`src/rtl/bram_stream_loader.sv`:
```
// Stream-to-BRAM fill stage: spreads accepted words round-robin across BANKS
// write ports, one write per cycle, with a one-cycle registered write latency.
module bram_stream_loader #(
  parameter int BANKS = 4,
  parameter int WIDTH = 16,
  parameter int DEPTH = 256,
  parameter int ADDR  = $clog2(DEPTH),
  parameter int WE    = WIDTH / 8,
  parameter int CNT   = $clog2(BANKS * DEPTH) + 1
) (
  input  logic                   clk,
  input  logic                   rst,
  input  logic                   start,
  input  logic [WIDTH-1:0]       s_tdata,
  input  logic                   s_tvalid,
  input  logic                   s_tlast,
  output logic                   s_tready,
  output logic [BANKS-1:0]       ena,
  output logic [BANKS*WE-1:0]    wea,
  output logic [BANKS*ADDR-1:0]  addra,
  output logic [BANKS*WIDTH-1:0] dina,
  output logic                   busy,
  output logic                   done,
  output logic                   overflow,
  output logic [CNT-1:0]         words
);

  localparam int BW = (BANKS > 1) ? $clog2(BANKS) : 1;
  localparam logic [BW-1:0]   LAST_BANK = BW'(BANKS - 1);
  localparam logic [ADDR-1:0] LAST_ADDR = ADDR'(DEPTH - 1);
  localparam logic [CNT-1:0]  CAP       = CNT'(BANKS * DEPTH);

  // Handshake: a word transfers on any rising edge where s_tvalid and
  // s_tready are both high; s_tready depends only on state, never on s_tvalid.
  typedef enum logic [1:0] {IDLE, LOAD, DONE_S} state_t;

  state_t          state, state_nxt;
  logic [BW-1:0]   bank_q;
  logic [ADDR-1:0] addr_q;
  logic            wr_pend;
  logic [BW-1:0]   wr_bank;
  logic            accept;
  logic            final_slot;

  assign accept     = s_tvalid & s_tready;
  assign final_slot = (bank_q == LAST_BANK) && (addr_q == LAST_ADDR);

  always_ff @(posedge clk or posedge rst) begin
    if (rst) state <= IDLE;
    else     state <= state_nxt;
  end

  always_comb begin
    state_nxt = state;
    case (state)
      IDLE:    if (start) state_nxt = LOAD;
      LOAD:    if (accept && (s_tlast || final_slot)) state_nxt = DONE_S;
      DONE_S:  state_nxt = IDLE;
      default: state_nxt = IDLE;
    endcase
  end

  always_comb begin
    s_tready = (state == LOAD);
    busy     = (state == LOAD);
    done     = (state == DONE_S);
    ena      = '0;
    if (wr_pend) ena[wr_bank] = 1'b1;
    wea = '0;
    for (int b = 0; b < BANKS; b++) wea[b*WE +: WE] = {WE{ena[b]}};
  end

  always_ff @(posedge clk or posedge rst) begin
    if (rst) begin
      bank_q   <= '0;
      addr_q   <= '0;
      wr_pend  <= 1'b0;
      wr_bank  <= '0;
      words    <= '0;
      overflow <= 1'b0;
      addra    <= '0;
      dina     <= '0;
    end else begin
      wr_pend <= accept;
      if (accept) wr_bank <= bank_q;
      if (state == IDLE && start) begin
        bank_q   <= '0;
        addr_q   <= '0;
        words    <= '0;
        overflow <= 1'b0;
      end else if (accept) begin
        if (words != CAP) words <= words + 1'b1;
        if (bank_q == LAST_BANK) begin
          bank_q <= '0;
          addr_q <= addr_q + 1'b1;
        end else begin
          bank_q <= bank_q + 1'b1;
        end
        // Filling the last slot without tlast means the stream is longer than memory.
        if (final_slot && !s_tlast) overflow <= 1'b1;
        addra[bank_q*ADDR +: ADDR]  <= addr_q;
        dina[bank_q*WIDTH +: WIDTH] <= s_tdata;
      end
    end
  end

endmodule

```
`config.mk`:
```
export PLATFORM = sky130hd
export DESIGN_NAME = bram_stream_loader
export DESIGN_NICKNAME = d
export VERILOG_FILES = /design/src/rtl/bram_stream_loader.sv
export SDC_FILE = /design/constraint.sdc
export NUM_CORES = 1
export LEC_CHECK = 0
export ABC_AREA = 1
export BUFFER_PORTS_ARGS = -buffer_cell sky130_fd_sc_hd__buf_2
export CAP_MARGIN = 20
export CORE_UTILIZATION = 45
export DETAILED_ROUTE_END_ITERATION = 6
export PLACE_DENSITY = 0.65
export SLEW_MARGIN = 10
export SYNTH_ARGS = -nofsm -noshare
export SYNTH_HDL_FRONTEND = slang
export SYNTH_SLANG_ARGS = --single-unit
```
`constraint.sdc`:
```
create_clock -name clk -period 10 [get_ports clk]
set_clock_uncertainty 0.2 [all_clocks]
set_input_delay 2 -clock clk [delete_from_list [all_inputs] [get_ports clk]]
set_output_delay 2 -clock clk [all_outputs]
set_load 0.05 [all_outputs]
```
Word level (Yosys, flattened, before mapping)
Cells that the tools add are included.
{ "totals": {"regBits": 123, "input_bits": 21, "out_inout_bits": 123, "wordCells": 66} }
{ "classes": {"n_addsub": 5, "n_lt_le_gt_ge": 2, "n_eq_ne": 7, "shift": 4, "n_mux": 20, "n_bitwise": 2, "reduce_logical": 17} }
{ "ops": {"columns": ["op", "count"], "rows": [
  ["64-bit bitwise mux", 1],
  ["16-bit by 34-bit variable shift with 64-bit output, first input constant", 1],
  ["16-bit by 34-bit indexed part select with 64-bit output", 1],
  ["5-bit negator with 34-bit output", 1],
  ["6-bit negator with 34-bit output", 1],
  ["8-bit by 34-bit variable shift with 32-bit output, first input constant", 1],
  ["8-bit by 34-bit indexed part select with 32-bit output", 1],
  ["11-bit 2-to-1 mux", 3],
  ["32-bit bitwise mux", 1],
  ["8-bit 2-to-1 mux", 3],
  ["11-bit by 1-bit adder with 11-bit output, second input constant", 1],
  ["11-bit inequality test, second input constant", 1],
  ["2-bit 2-to-1 mux", 5],
  ["2-bit AND reduction", 5],
  ["8-bit by 1-bit adder with 8-bit output, second input constant", 1],
  ["8-bit == test, second input constant", 1],
  ["2-bit nonzero test", 4],
  ["1-bit logical AND", 5],
  ["2-bit == test, second input constant", 2],
  ["1-bit 2-to-1 mux", 4],
  ["4-bit 2-to-1 mux", 1],
  ["2-bit case mux with 2 select lines", 1],
  ["2-bit by 3-bit less-than comparator with 1-bit output, second input constant", 1],
  ["2-bit by 1-bit adder with 2-bit output, second input constant", 1],
  ["other kinds (10)", 10]
]} }

Logic depth before layout (Yosys ltp)
{ "depth": {"word_depth": 6, "ltp_mapped": 10, "mapped_depth_nobuf": 9} }

Worst setup path after synthesis
OpenSTA, ideal clock, no wires.
{ "synth_path": {"path_kind": "register to output", "startpoint": "register wr_bank[0]", "endpoint": "output wea[6]", "arrival_time_ns": 1.977, "t_required_ns": 7.800, "path_slack_ns": 5.823, "stages_incl_launch_ff": 4, "n_path_buf": 1, "cell_sequence": "dfrtp_1 inv_1 nor3_1 buf_4"} }
{ "synth_between": {"elab_chain_cells": 5, "elab_cells_between_ends": 6, "cone_classes": "2 x order compare; 3 x mux; 1 x reduce/logical"} }
{ "synth_rtl": {"columns": ["item", "line_no", "rtl"], "rows": [
  ["start, declared", "41", "logic [BW-1:0] wr_bank;"],
  ["start signal, assigned", "85", "if (accept) wr_bank <= bank_q;"],
  ["2-bit by 3-bit less-than comparator with 1-bit output (not written as such) / 2-bit by 1-bit greater-or-equal comparator with 1-bit output (equally long branches)", "68", "if (wr_pend) ena[wr_bank] = 1'b1;"],
  ["1-bit logical AND (not written as such)", "68", null],
  ["1-bit 2-to-1 mux (not written as such)", "68", null],
  ["1-bit demux with 2-bit select *", "68", null],
  ["4-bit 2-to-1 mux *", "68", null],
  ["end, declared", "19", "output logic [BANKS*WE-1:0] wea,"]
]} }
Every way passes the cells marked *; elsewhere a longest branch is shown, timed or not.

Worst setup path in the final report
{ "layout_path": {"startpoint": "register bank_q[0]", "endpoint": "register dina[43]"} }
{ "layout_between": {"elab_chain_cells": 3, "elab_cells_between_ends": 4, "cone_classes": "1 x add/sub; 2 x shift; 1 x mux"} }
{ "layout_rtl": {"columns": ["item", "line_no", "rtl"], "rows": [
  ["start, declared", "38", "logic [BW-1:0] bank_q;"],
  ["start signal, assigned", "97", "bank_q <= bank_q + 1'b1;"],
  ["6-bit negator with 34-bit output *", "102", "dina[bank_q*WIDTH +: WIDTH] <= s_tdata;"],
  ["16-bit by 34-bit indexed part select with 64-bit output / 16-bit by 34-bit variable shift with 64-bit output (equally long branches)", "102", null],
  ["64-bit bitwise mux *", "102", null],
  ["end signal, assigned by index", "102", null],
  ["end, declared", "21", "output logic [BANKS*WIDTH-1:0] dina,"]
]} }
Marks and branches as above.
A chain may end at the register's enable or synchronous reset.

==> flow_summary.json <==
{
  "dr.pass1.iters": 5,
  "min_period_over_period": 0.403,
  "critPathBufInv": 2,
  "cts-htree-levels": 4,
  "wire_per_inst_um": 16.2,
  "rows": 41,
  "leakagePower_uw": 0.00418,
  "synth_area_leaders": "dfrtp_1 52%, nand2_1 9.9%, o21ai_0 7.9%",
  "ant_nets": 0,
  "reg2reg_from": "bank_q[0]",
  "cts_buffer_depth": 2,
  "crit_slowest_cell": "dfrtp_2",
  "required_ns": 10.14,
  "drive_gt1_frac": 0.241,
  "cts_root_buf": "clkbuf_16",
  "rsz0062_at_grt": "false",
  "slew-limit-headroom": 0.338,
  "ctsHoldBuffers": 0,
  "slew_viol_final": 0,
  "vias_per_cell": 5.45,
  "grt_pass1_wl_um": 25600,
  "critical_path.max_fanout": 55,
  "hold_violations": 0,
  "synth_area_leader_cell": "dfrtp_1",
  "post_cts_buffers": 0,
  "syn_area_um2": 5970,
  "synthTopCellsByCount": "157 x nand2_1, 123 x dfrtp_1, 94 x o21ai_0",
  "cts_sinks": 123,
  "critical_path_class": "reg2reg",
  "postCtsResizedCells": 0,
  "p_per_area_nw_per_um2": 312,
  "grt_pass1_vias": 4991,
  "syn-num-nets": 740,
  "synth-seq-area-share": 0.516,
  "cp-end-kind": "register",
  "hold_end": "addra[14]",
  "port_buffers": 143,
  "syn_area_per_cell_um2": 8.40,
  "cts_buffers": 17,
  "place.gp.congestion": 0.873,
  "setup.worst_path.start_class": "register",
  "synthCells": 710,
  "ys_ff_latch": 123,
  "start_util": 0.467,
  "yosysUniqueCellTypes": 32,
  "dieArea_um2": 13700,
  "boundaryPins": 144,
  "core_area_um2": 12800,
  "die_h_um": 117,
  "grt_usage": 0.247,
  "setup_tns_ns": 0,
  "die_x_um": 117,
  "fin_crit_ns": 4.03,
  "route.detailed.drc": 0,
  "critPathTopFamily": "simple AND/OR/NAND/NOR gates",
  "dominantRegCellSynth": "dfrtp_1",
  "antenna_found_initial": 0,
  "rr_endpoint": "dina[43]",
  "post-dp-hpwl_um": 10900,
  "ir_worst_vdd_mv": 0.162,
  "path_cells": "inv_1, ha_1, inv_2, nor2_2, nand3_1, nand2_1",
  "clk_pin_slew_worst_paths_ns": 0.06,
  "grt_max_degree": 65,
  "synth_edf_count": 0,
  "yosysWarnings": 0,
  "setup_violations": 0,
  "tritoncts": "yes",
  "min_path_cells": 2,
  "area_delta_synth_final_pct": 20.6,
  "routed_wl_um": 16200,
  "dr.first_iter.drc_count": 674,
  "hold_class": "reg2reg",
  "synth_top_area_frac": 0.516,
  "clock.fmax_ghz": 0.248,
  "vias": 5460,
  "gr-total-overflow": 0,
  "synth_most_common_cell": "nand2_1",
  "status": "completed",
  "worst-slew-pin-transition_ns": 0.993,
  "whs_ns": 0.297,
  "r2r_cells": 6,
  "hold_path_startpoint": "addra[14]",
  "worstPathArrival_ns": 4.17,
  "critical_path.max_stage_delay_ns": 1.00,
  "rrSetupSlack_ns": 5.97,
  "fin_nets": 846,
  "async_flop_share": 1.00,
  "diodes": 0,
  "drv_cap": 0,
  "clock_latency_ns": 0.41
}
## logic make-up (layout without fill, tap and decap cells)
kind of cell             after synthesis  count (layout)  share of synthesized area
XOR/XNOR                               5               5                    0.00734
AND/OR/NAND/NOR                      341             341                      0.267
adder cells (fa/ha/maj)                9               9                     0.0189
flip-flops                           123             123                      0.516
buffers and inverters                115             234                     0.0889
AO/OA/AOI/OAI                        117             117                      0.102
## flip-flops by register name, summed over array words and instances, names as in the netlist
name,flops
wr_pend,1
addra,32
dina,64
words,11
state,2
bank_q,2
addr_q,8
wr_bank,2
overflow,1
## worst register-to-register path: cells and delay by family, from the launching register on
family	cells	cell delay [ns]
simple gates	3	1.15
flops	1	1.00
buf+inv	2	0.68
fa+ha+maj	1	0.93
## how the worst max path moves through the flow
stage | startpoint | to | slack [ns] | cells past startpoint
CTS | bank_q[0] | dina[43] | 6.07 | 6
global route | bank_q[0] | dina[41] | 5.60 | 6
finish | bank_q[0] | dina[43] | 5.97 | 6
floorplan | rst | addr_q[0] | 4.53 | 1
detailed placement | s_tvalid | addr_q[5] | 5.81 | 8
global placement | s_tvalid | addr_q[5] | 5.89 | 8
## metal layers
metal  share of wire  track usage  vias to the layer above  routed length (µm)
met5               0            0                        -                   0
met4           0.022       0.0970                        0                 364
met3           0.058       0.0463                       33                 934
met2            0.47        0.386                      243                7670
met1            0.45        0.341                     2617                7210
li1                -            -                     2567                   -
## area by class of cell
class / count / area [µm²]
fill: 1159 / 5580
multi-input combinational: 472 / 2360
timing repair buffer: 146 / 738
clock inverter: 14 / 163
inverter: 56 / 213
clock buffer: 18 / 429
sequential: 123 / 3080
tap: 172 / 215
## cells in the final DEF, fill, tap and decap left out, types with 2 or more instances in the layout
| cell type | instances |
|---|---|
| nand2_1 | 157 |
| buf_2 | 143 |
| dfrtp_1 | 122 |
| o21ai_0 | 94 |
| nand3_1 | 67 |
| nand4_1 | 52 |
| inv_1 | 49 |
| nor2_1 | 46 |
| clkbuf_16 | 17 |
| o21ai_1 | 14 |
| ha_1 | 9 |
| inv_2 | 6 |
| nor3_1 | 6 |
| nor2_4 | 5 |
| a21oi_1 | 4 |
| xor2_1 | 4 |
| clkinvlp_4 | 4 |
| inv_6 | 4 |
| clkinv_4 | 3 |
| buf_4 | 3 |
| nand2_2 | 2 |
| bufinv_16 | 2 |
## report_power, final
| part | switching (µW) | internal (µW) | total [µW] |
|---|---|---|---|
| Combinational | 757 | 167 | 924 |
| Clock | 243 | 372 | 615 |
| Sequential | 103 | 601 | 704 |
| Total | 1100 | 1140 | 2240 |
## per-stage QoR
| step | std cells | cell area, µm² | setup WS (ns) | total power (µW) | util |
|---|---|---|---|---|---|
| floorplan | 710 | 5970 | 4.53 | 1430 | - |
| global placement | 969 | 6600 | 5.89 | 1610 | 0.517 |
| detailed placement | 969 | 6600 | 5.81 | 1630 | 0.517 |
| CTS | 1001 | 7190 | 6.07 | 2250 | 0.563 |
| global route | 1001 | 7190 | 5.60 | 2360 | 0.563 |
| finish | 1001 | 7190 | 5.97 | 2240 | 0.563 |
(Power assumes the default switching activity.)
